==> config.mk <==
export PLATFORM = sky130hd
export DESIGN_NAME = fifo_burst_drainer
export DESIGN_NICKNAME = d
export VERILOG_FILES = /design/src/rtl/fifo_burst_drainer_pkg.sv /design/src/rtl/fifo_burst_drainer_skid_buffer.sv /design/src/rtl/fifo_burst_drainer.sv
export SDC_FILE = /design/constraint.sdc
export NUM_CORES = 1
export LEC_CHECK = 0
export CAP_MARGIN = 5
export CELL_PAD_IN_SITES_DETAIL_PLACEMENT = 0
export CELL_PAD_IN_SITES_GLOBAL_PLACEMENT = 1
export CORE_MARGIN = 2
export CORE_UTILIZATION = 43
export CTS_BUF_LIST = sky130_fd_sc_hd__clkbuf_2
export CTS_CLUSTER_SIZE = 14
export DETAILED_ROUTE_END_ITERATION = 16
export HOLD_SLACK_MARGIN = 0.02
export PLACE_DENSITY_LB_ADDON = 0.2
export SYNTH_ARGS = -nofsm -noshare
export SYNTH_HDL_FRONTEND = slang
export SYNTH_HIERARCHICAL = 1
export SYNTH_SLANG_ARGS = --single-unit
==> constraint.sdc <==
create_clock -name clock -period 2.7 [get_ports clock]
set_clock_uncertainty 0.05 [all_clocks]
set_input_delay 0.405 -clock clock [delete_from_list [all_inputs] [get_ports clock]]
set_output_delay 0.405 -clock clock [all_outputs]
set_load 0.05 [all_outputs]
==> src/rtl/fifo_burst_drainer_pkg.sv <==
// fifo_burst_drainer_pkg: shared FSM encoding and output-buffer entry sizing
package fifo_burst_drainer_pkg;
  localparam logic [1:0] IDLE_ENC = 2'd0;
  localparam logic [1:0] WAIT_ENC = 2'd1;
  localparam logic [1:0] DRAIN_ENC = 2'd2;
  typedef enum logic [1:0] {
    IDLE = IDLE_ENC,
    WAIT = WAIT_ENC,
    DRAIN = DRAIN_ENC
  } state_t;
  function automatic int entry_width(input int width);
    return width + 1;
  endfunction
endpackage

==> src/rtl/fifo_burst_drainer_skid_buffer.sv <==
// fifo_burst_drainer_skid_buffer: two-entry register FIFO with valid/ready head and sync clear
module fifo_burst_drainer_skid_buffer
  import fifo_burst_drainer_pkg::*;
#(
  parameter int EW = entry_width(8)
) (
  input  logic          clock,
  input  logic          reset,
  input  logic          clear,
  input  logic          push,
  input  logic [EW-1:0] push_data,
  output logic          full,
  output logic          out_valid,
  output logic [EW-1:0] out_data,
  input  logic          out_ready
);
  logic [EW-1:0] mem_q [2];
  logic [EW-1:0] mem_d [2];
  logic rd_q, rd_d, wr_q, wr_d, pop;
  logic [1:0] cnt_q, cnt_d;
  always_comb begin
    out_valid = cnt_q != 2'd0;
    full = cnt_q == 2'd2;
    out_data = out_valid ? mem_q[rd_q] : '0;
    pop = out_valid && out_ready;
    mem_d = mem_q;
    if (push) mem_d[wr_q] = push_data;
    rd_d = clear ? 1'b0 : rd_q ^ pop;
    wr_d = clear ? 1'b0 : wr_q ^ push;
    cnt_d = clear ? 2'd0 : cnt_q + 2'(push) - 2'(pop);
  end
  always_ff @(posedge clock or posedge reset) begin
    if (reset) begin
      mem_q <= '{default: '0};
      rd_q <= 1'b0;
      wr_q <= 1'b0;
      cnt_q <= 2'd0;
    end else begin
      mem_q <= mem_d;
      rd_q <= rd_d;
      wr_q <= wr_d;
      cnt_q <= cnt_d;
    end
  end
endmodule

==> src/rtl/fifo_burst_drainer.sv <==
// fifo_burst_drainer: groups FIFO entries into threshold/timeout bursts and streams them out
module fifo_burst_drainer
  import fifo_burst_drainer_pkg::*;
#(
  parameter int WIDTH = 8,
  parameter int DEPTH = 4,
  parameter int DEPTH_LOG2 = $clog2(DEPTH),
  parameter int TIMEOUT = 16,
  parameter int TIMEOUT_LOG2 = (TIMEOUT > 1) ? $clog2(TIMEOUT) : 1
) (
  input  logic                  clock,
  input  logic                  reset,
  input  logic                  flush,
  output logic                  read_enable,
  input  logic [WIDTH-1:0]      read_data,
  input  logic                  read_empty,
  input  logic [DEPTH_LOG2:0]   read_level,
  input  logic [DEPTH_LOG2:0]   burst_threshold,
  output logic                  output_valid,
  output logic [WIDTH-1:0]      output_data,
  output logic                  output_last,
  input  logic                  output_ready,
  output logic                  busy
);
  localparam int EW = entry_width(WIDTH);
  localparam logic [DEPTH_LOG2:0] DEPTH_V = (DEPTH_LOG2 + 1)'(DEPTH);
  localparam logic [DEPTH_LOG2:0] ONE = (DEPTH_LOG2 + 1)'(1);
  localparam logic [TIMEOUT_LOG2-1:0] TIMER_MAX = TIMEOUT_LOG2'(TIMEOUT - 1);
  state_t state_q, state_d;
  logic [DEPTH_LOG2:0] remaining_q, remaining_d, thr;
  logic [TIMEOUT_LOG2-1:0] timer_q, timer_d;
  logic full, start;
  logic [EW-1:0] head;
  always_comb begin
    thr = (burst_threshold == '0) ? ONE : (burst_threshold > DEPTH_V) ? DEPTH_V : burst_threshold;
    start = read_level >= thr;
    read_enable = !flush && state_q == DRAIN && !read_empty && remaining_q != '0 && !full;
    state_d = state_q;
    remaining_d = remaining_q;
    timer_d = timer_q;
    if (flush) begin
      state_d = IDLE;
      remaining_d = '0;
      timer_d = '0;
    end else begin
      case (state_q)
        IDLE: if (!read_empty) begin
          state_d = start ? DRAIN : WAIT;
          remaining_d = start ? read_level : remaining_q;
          timer_d = '0;
        end
        WAIT: begin
          timer_d = timer_q + 1'b1;
          if (start || timer_q == TIMER_MAX) begin
            state_d = DRAIN;
            remaining_d = read_level;
          end
        end
        DRAIN: begin
          remaining_d = remaining_q - (DEPTH_LOG2 + 1)'(read_enable);
          // the zero check only guards against a snapshot taken from an empty FIFO
          if (remaining_q == '0 || (read_enable && remaining_q == ONE)) state_d = IDLE;
        end
        default: state_d = IDLE;
      endcase
    end
  end
  always_ff @(posedge clock or posedge reset) begin
    if (reset) begin
      state_q <= IDLE;
      remaining_q <= '0;
      timer_q <= '0;
    end else begin
      state_q <= state_d;
      remaining_q <= remaining_d;
      timer_q <= timer_d;
    end
  end
  fifo_burst_drainer_skid_buffer #(.EW(EW)) u_buf (
    .clock(clock),
    .reset(reset),
    .clear(flush),
    .push(read_enable),
    .push_data({read_data, remaining_q == ONE}),
    .full(full),
    .out_valid(output_valid),
    .out_data(head),
    .out_ready(output_ready)
  );
  assign {output_data, output_last} = head;
  assign busy = state_q != IDLE || output_valid;
endmodule
=== Yosys cells after proc, flatten, opt, wreduce, memory -nomap -nowiden ===
Cells that the tools add are included.

* Register bits: 31
* Input bits: 19
* Output and inout bits: 12
* Logic and storage cells: 80

* Add/subtract/negate cells: 4
* Order comparisons: 5
* Equality and inequality tests: 9
* Muxes and demuxes: 26
* Bitwise logic cells: 4
* Reductions and logical operators: 24

{| class="wikitable"
|+ Operators with widths
! cell !! number
|-
| 9-bit 2-to-1 mux || 5
|-
| 18-bit bitwise mux || 1
|-
| 3-bit 2-to-1 mux || 6
|-
| 2-bit 2-to-1 mux || 6
|-
| 9-bit demux with 1-bit select || 1
|-
| 3-bit inequality test (second input constant) || 3
|-
| 3-bit case mux with 3 select lines || 1
|-
| 4-bit 2-to-1 mux || 2
|-
| 4-bit case mux with 2 select lines || 1
|-
| 1-bit logical AND || 7
|-
| 3-bit zero test || 2
|-
| 2-bit case mux with 3 select lines || 1
|-
| 3-bit nonzero test || 2
|-
| 4-bit by 1-bit adder with 4-bit output (second input constant) || 1
|-
| 2-bit equality test (second input constant) || 2
|-
| 4-bit equality test (second input constant) || 1
|-
| 2-bit greater-or-equal comparator (second input constant) || 2
|-
| 1-bit NOT with 2-bit output || 2
|-
| 4-bit AND reduction || 1
|-
| 2-bit nonzero test || 2
|-
| 4-bit nonzero test || 1
|-
| 3-bit by 1-bit equality test with 1-bit output (second input constant) || 1
|-
| 3-bit greater-or-equal comparator || 1
|-
| 3-bit > comparator (second input constant) || 1
|-
| 13 further kinds || 19
|}

=== Logic depth before layout (Yosys ltp) ===
Gate-level depths: netlist of the first run.

* Depth after elaboration: 10
* Mapped depth: 9
* Mapped depth without buffers: 9

=== Cells and area by module ===
Netlist of the first run, hierarchy kept.

{| class="wikitable"
|+ Modules (own cells, without submodules)
! module !! times used !! cells each !! area an instance (µm²) !! seq. area each (µm²)
|-
| fifo_burst_drainer_skid_buffer || 1 || 80 || 1,046.0 || 550.5
|-
| fifo_burst_drainer || 1 || 86 || 752.0 || 225.2
|}

=== Worst setup path before layout of the first run ===
OpenSTA, ideal clock, no wires.

* Kind: reg2reg
* Start: reg state_q[0]
* End: reg remaining_q[2]
* Setup time: 0.095 ns
* Data arrival time: 4.763 ns
* Data required time: 2.555 ns
* Path slack: -2.209 ns
* Stages on the path, launching flop included: 10
* Path buffers: 0
* Period minus slack after synthesis: 4.909 ns
* Cell sequence: dfrtp_1 > inv_1 > ha_1 > nand2_1 > a2111oi_0 > ha_1 > ha_1 > nor2b_1 > mux2i_1 > o31ai_1

* Word-level cells in the longest chain between the ends: 8
* Elaborated cells between the ends (all ways): 15
* Classes of those cells: 1 x add/sub; 5 x eq/ne; 2 x mux; 7 x reduce/logical

{| class="wikitable"
|+ RTL lines
! item !! RTL line !! source
|-
| from (decl) || fifo_burst_drainer.sv:29 || <nowiki>state_t state_q, state_d;</nowiki>
|-
| from (signal assigned) || fifo_burst_drainer.sv:74 || <nowiki>state_q <= state_d;</nowiki>
|-
| 2-bit equality test || fifo_burst_drainer.sv:37 || <nowiki>read_enable = !flush && state_q == DRAIN && !read_empty && remaining_q != '0 && !full;</nowiki>
|-
| 1-bit logical AND (4 in series) || fifo_burst_drainer.sv:37 ||
|-
| named net read_enable || fifo_burst_drainer.sv:14 || <nowiki>output logic read_enable,</nowiki>
|-
| 3-bit by 1-bit subtractor with 3-bit output || fifo_burst_drainer.sv:60 || <nowiki>remaining_d = remaining_q - (DEPTH_LOG2 + 1)'(read_enable);</nowiki>
|-
| 3-bit case mux with 3 select lines || fifo_burst_drainer.sv:46 || <nowiki>case (state_q)</nowiki>
|-
| 3-bit 2-to-1 mux || fifo_burst_drainer.sv:41 || <nowiki>if (flush) begin</nowiki>
|-
| to (signal assigned) || fifo_burst_drainer.sv:75 || <nowiki>remaining_q <= remaining_d;</nowiki>
|-
| to (decl) || fifo_burst_drainer.sv:30 || <nowiki>logic [DEPTH_LOG2:0] remaining_q, remaining_d, thr;</nowiki>
|}

The timed path passes the listed nets, and every way through them passes these cells.
A chain may end at the register's enable or synchronous reset.

=== Worst setup path in the final report of the first run ===
* Start: reg u_buf.cnt_q[1]
* End: out busy

* Word-level cells in the longest chain between the ends: 2

{| class="wikitable"
|+ RTL lines
! item !! RTL line !! source
|-
| from (decl) || fifo_burst_drainer_skid_buffer.sv:20 || <nowiki>logic [1:0] cnt_q, cnt_d;</nowiki>
|-
| from (signal assigned) || fifo_burst_drainer_skid_buffer.sv:42 || <nowiki>cnt_q <= cnt_d;</nowiki>
|-
| 2-bit nonzero test || fifo_burst_drainer_skid_buffer.sv:22 || <nowiki>out_valid = cnt_q != 2'd0;</nowiki>
|-
| 1-bit logical OR || fifo_burst_drainer.sv:91 || <nowiki>assign busy = state_q != IDLE || output_valid;</nowiki>
|-
| to (decl) || fifo_burst_drainer.sv:23 || <nowiki>output logic busy</nowiki>
|}

No other way between the ends.

==> metrics.yaml, run 1 <==
cts_htree_levels: 2
fill_cells: 356
timing.rr.start: "state_q[0]$_DFFE_PP0P_"
pwr-share-seq_pct: 36.4
placed_area_um2: 2200
path_clk_slew_ps: 160
io_buffers: 30
synth_compound_area_share_pct: 9.12
status: "finished clean"
synth_nets: 198
die_y_um: 68.7
vias: 1314
worstMarginPinSlew_ps: 838
drt-initial-drc-count: 60
crit_required_ps: 2250
synth-seq-area-share_pct: 43.1
tns_ps: 0
finalInstanceArea_um2: 2230
clock-root-buffer: "clkbuf_2"
core_um2: 4000
num_rows: 23
grt.total_usage_pct: 17.9
switchingPower_mw: 0.827
wl_per_cell_um: 14.3
fp.dieW_um: 68.7
register_area_um2: 777
synth_top_family_by_area: "multiplexers"
leakage_nw: 1.04
grt_max_degree: 23
min_period_ps: 2570
start_util_pct: 44.9
grt_overflow: 0
synth_seq_cells: 31
grt_setup_unrepaired: "false"
synthXorXnorAreaFrac_pct: 1.25
p_comb_share_pct: 52.5
max_freq_ghz: 0.390
slew_viol_final: 0
synthAdderAreaFrac_pct: 9.05
synth-simple-area-share_pct: 12.0
place_ws_ps: 194
hp-class: "input port to asynchronous set/reset pin"
crit_path_end_kind: "output pin"
place_congestion: 0.787
p_int_mw: 1.06
synthMuxAreaShare_pct: 20.7
grt_pass1_vias: 1269
ys_warn_count: 6
drc: 0
numCtsBuffers: 5
grt_first_pass_wirelength_um: 5920
syn_inst: 166
clk_latency_ps: 360
dieArea_um2: 4710
drive_gt1_share_pct: 11.3
avgSynthCellArea_um2: 10.8
startpoint: "u_buf/cnt_q[1]$_DFF_PP0_"
final.setup.worst_slack_ps: 135
cts.sinks: 31
cp_max_fo: 6
multi_input_area_um2: 956
hpwl_um: 2760
switching_share_pct: 43.9
totalWireLength_um: 3640
syn_area_um2: 1800
arrival_ps: 2110
critPathKind: "flip-flop to output pin"
cts_tree: "done"
fin_crit_sh_pct: 95.0
setup_viol: 0
ir_drop_mv: 0.395
power.density_nw_per_um2: 844
clock_power_share_pct: 11.1
viasPerCell: 5.17
maxCapViolCount: 0
ant_nets: 0
hold_viol: 0
relSlewSlack_pct: 44.1
num_antenna_cells: 0
yosys.cell_types.count: 32
syn2layout_area_growth_pct: 24.2
clockBufferDepth: 2
first_pass_iters: 4
nNetsFinal: 236
worstSetupStartpointType: "flip-flop"
pin_count: 31
antenna_found_initial: 0
## what timing repair did
item                       in CTS  in global routing
setup buffers                   0                  0
gates resized for setup         1                  0
setup endpoints to repair       2                  0
hold buffers                    0                  0
## kinds of logic after synthesis
| group | Yosys count |
|---|---|
| buffers and inverters | 19 |
| and+or+nand+nor | 45 |
| adders and majority gates | 13 |
| AOI/OAI and AO/OA | 23 |
| DFF | 31 |
| xor gates and xnor gates | 1 |
| muxes | 34 |
## sequential cells by signal (all words and copies together) (netlist names)
register	cells
u_buf/cnt_q	2
u_buf/rd_q	1
remaining_q	3
u_buf/mem_q	18
state_q	2
timer_q	4
u_buf/wr_q	1
## power by group through the flow
stage	clock network, mW	logic [mW]	registers, mW
2_1_floorplan	0	0.743	0.648
3_3_place_gp	0	0.969	0.688
3_5_place_dp	0	0.998	0.697
4_1_cts	0.224	1.00	0.688
5_1_grt	0.243	1.08	0.705
6_report	0.209	0.989	0.687
## worst max-delay path: stages (launching register included)
cell	delay, ps
dfrtp_1	460
nor2_2	350
inv_1	100
nand2b_1	150
clkdlybuf4s50_1	700
## cells in the mapped netlist
| master | n | share of area [%] |
|---|---|---|
| nand3_1 | 3 | 0.83 |
| dfrtp_1 | 31 | 43 |
| buf_6 | 1 | 0.63 |
| o21a_1 | 1 | 0.42 |
| nand2_1 | 8 | 1.7 |
| mux2_4 | 2 | 1.7 |
| mux2i_1 | 14 | 7.8 |
| a211oi_1 | 1 | 0.42 |
| a22oi_1 | 2 | 0.83 |
| clkbuf_4 | 1 | 0.42 |
| o21a_2 | 1 | 0.49 |
| a21oi_1 | 6 | 1.7 |
| o211ai_1 | 1 | 0.42 |
| or2_2 | 1 | 0.35 |
| mux2_1 | 18 | 11 |
| buf_2 | 2 | 0.56 |
| nand2b_1 | 2 | 0.70 |
| nor2b_4 | 1 | 0.77 |
| o21ai_0 | 4 | 1.1 |
| nor2_2 | 2 | 0.70 |
| o31ai_1 | 3 | 1.3 |
| ha_1 | 13 | 9.0 |
| inv_1 | 15 | 3.1 |
| xnor3_1 | 1 | 1.3 |
| o21ai_4 | 1 | 0.90 |
| nor2_1 | 20 | 4.2 |
| nand3b_1 | 1 | 0.42 |
| a2111oi_0 | 1 | 0.49 |
| nor3_1 | 1 | 0.28 |
| a32oi_1 | 1 | 0.49 |
| nor2b_1 | 6 | 2.1 |
| a311o_2 | 1 | 0.63 |
## stage by stage
step | utilization (%) | total power [mW] | hold WS, ps | instances
detailed placement | 55.0 | 1.70 | 424 | 247
global placement | 55.0 | 1.66 | 416 | 247
finish | 55.8 | 1.88 | 264 | 254
CTS | 55.8 | 1.91 | 263 | 254
global route | 55.8 | 2.03 | 271 | 254
floorplan | - | 1.39 | 183 | 166
## final timing paths
path                       cells after the start  slack, ps                           to
setup / recovery                               4        130                         busy
hold / removal                                 2        260       timer_q[3]$_DFFE_PP0P_
setup reg to reg                               9        480   remaining_q[2]$_DFFE_PP0P_
hold reg to reg                                1        450  u_buf/mem_q[10]$_DFFE_PP0P_
max in group asynchronous                      2       1550         u_buf/rd_q$_DFF_PP0_
min in group clock                             1        450  u_buf/mem_q[10]$_DFFE_PP0P_
## layer usage
layer	share of wire [%]	routed length, um	GRT usage (%)	vias to the layer above
li1	-	-	-	650
met1	46	1680	21.4	632
met2	47	1710	29.7	27
met3	5.2	191	5.68	5
met4	1.6	57	7.50	0
met5	0	0	0	-
## area by class of cell
cell class	count	share of cell area, %
clock buffers	5	1.12
clock inverters	2	0.392
inverters	15	2.52
repair buffers	35	15.6
well taps	50	2.80
multi-input cells	116	42.8
flip-flops and latches	31	34.8
## cell usage in the layout (no fill, tap or decap), types with 2 or more instances in the layout
cell type        instances
dfrtp_1                 30
clkdlybuf4s50_1         29
nor2_1                  20
mux2_1                  18
inv_1                   15
mux2i_1                 14
ha_1                    13
nand2_1                  8
a21oi_1                  6
nor2b_1                  6
clkbuf_2                 5
buf_4                    5
o21ai_0                  4
nand3_1                  3
o31ai_1                  3
nor2_2                   2
nand2b_1                 2
a22oi_1                  2
mux2_4                   2
Power figures use the tool's default switching activity.
==> inputs of run 2 (changes only) <==
Settings changed: PLACE_DENSITY_LB_ADDON 0.2 to 0.1.
==> metrics.yaml, run 2 (synthesized netlist as in run 1, its figures left out) <==
top_regs: "u_buf/mem_q: 18 flops, timer_q: 4 flops, remaining_q: 3 flops"
power.density_nw_per_um2: 864
clockBufferDepth: 2
wl_per_cell_um: 13.1
cp_max_fo: 10
tns_ps: 0
crit_chain: "nor2_4 > inv_1 > nand2b_1 > clkdlybuf4s50_1"
critPathKind: "flip-flop to output pin"
worstSetupStartpointType: "flip-flop"
first_pass_iters: 4
crit_path_top_delay_cell: "clkdlybuf4s50_1"
finalInstanceArea_um2: 2260
numCtsBuffers: 5
grt_setup_unrepaired: "false"
grt_overflow: 0
core_um2: 4000
ctsHoldBuffers: 0
largest_register_ffs: 18
ir_drop_mv: 0.429
worstMarginPinSlew_ps: 813
slowest_delay_ps: 700
slew_viol_final: 0
nNetsFinal: 235
die_y_um: 68.7
hpwl_um: 2610
io_buffers: 30
grt_pass1_vias: 1251
clock-root-buffer: "clkbuf_2"
num_rows: 23
drc: 0
path_buf_inv: 2
ant_nets: 0
place_congestion: 0.834
num_antenna_cells: 0
relSlewSlack_pct: 45.7
maxCapViolCount: 0
drive_gt1_share_pct: 11.3
max_freq_ghz: 0.402
grt_max_degree: 23
syn2layout_area_growth_pct: 25.7
arrival_ps: 2030
leakage_nw: 1.05
p_total_mw: 1.95
setup_viol: 0
status: "finished clean"
crit_required_ps: 2250
path_clk_slew_ps: 160
grt.total_usage_pct: 16.1
vias: 1289
clk_latency_ps: 350
totalWireLength_um: 3330
top_register: "u_buf/mem_q"
fin_crit_sh_pct: 92.1
cts.sinks: 31
placed_area_um2: 2190
hp-class: "input port to asynchronous set/reset pin"
crit_family: "buffers and inverters"
final_common_cell: "dfrtp_1"
layout_common_cells: "dfrtp_1 (30), clkdlybuf4s50_1 (29), nor2_1 (20), mux2_1 (18), inv_1 (15)"
finish.utilization_pct: 56.5
viasPerCell: 5.07
dieArea_um2: 4710
fp.dieW_um: 68.7
crit_path_end_kind: "output pin"
min_period_ps: 2490
hold_viol: 0
pin_count: 31
start_util_pct: 44.9
drt-initial-drc-count: 60
cts_tree: "done"
cts_htree_levels: 2
antenna_found_initial: 0
grt_first_pass_wirelength_um: 5530
[run 2: cell types whose count changed in the layout (fill, tap and decap cells not counted)]
cell,previous run,this run
nor2_4,0,1
nor2_2,2,1
bufinv_16,0,1
buf_4,5,4
[run 2: report_power, final]
group          internal (mW)  total [mW]  switching [mW]
Sequential             0.584       0.685           0.101
Clock                  0.153       0.307           0.155
Combinational          0.410       0.961           0.551
[run 2: cell type report]
cell class	count	area (um2)
tap	50	62.6
clock buffer	5	25.0
clock inverter	3	38.8
timing repair buffer	34	340
inverter	15	56.3
sequential	31	777
multi-input combinational	116	961
fill	347	1740
[run 2: stage by stage]
step	setup WS (ps)	std cells	hold slack [ps]
after floorplan	187	166	183
after global placement	265	246	416
after detailed placement	230	246	425
after CTS	7.82	254	264
after global routing	56.0	254	250
final	213	254	281
[run 2: layer usage]
metal	vias to the layer above	wire [um]	global-route usage, %
li1	647	-	-
met1	609	1390	17.6
met2	28	1770	30.0
met3	5	136	4.38
met4	0	37	4.50
met5	-	0	0
[run 2: final timing paths]
check / cells past startpoint / endpoint / slack [ps] / start
hold / removal: 2 / timer_q[3]$_DFFE_PP0P_ / 280 / reset
setup reg to reg: 9 / remaining_q[2]$_DFFE_PP0P_ / 470 / state_q[0]$_DFFE_PP0P_
min in group clock: 1 / u_buf/mem_q[16]$_DFFE_PP0P_ / 460 / u_buf/mem_q[16]$_DFFE_PP0P_
setup / recovery: 4 / busy / 210 / u_buf/cnt_q[1]$_DFF_PP0_
max in group asynchronous: 2 / u_buf/rd_q$_DFF_PP0_ / 1590 / reset
hold reg to reg: 1 / u_buf/mem_q[16]$_DFFE_PP0P_ / 460 / u_buf/mem_q[16]$_DFFE_PP0P_
[run 2: what timing repair did]
action                                 CTS  global route
gates resized for setup                  1             1
setup endpoints to repair                1             9
buffers inserted                         0             0
pin swaps                                0             0
endpoints found under the hold margin    0             0
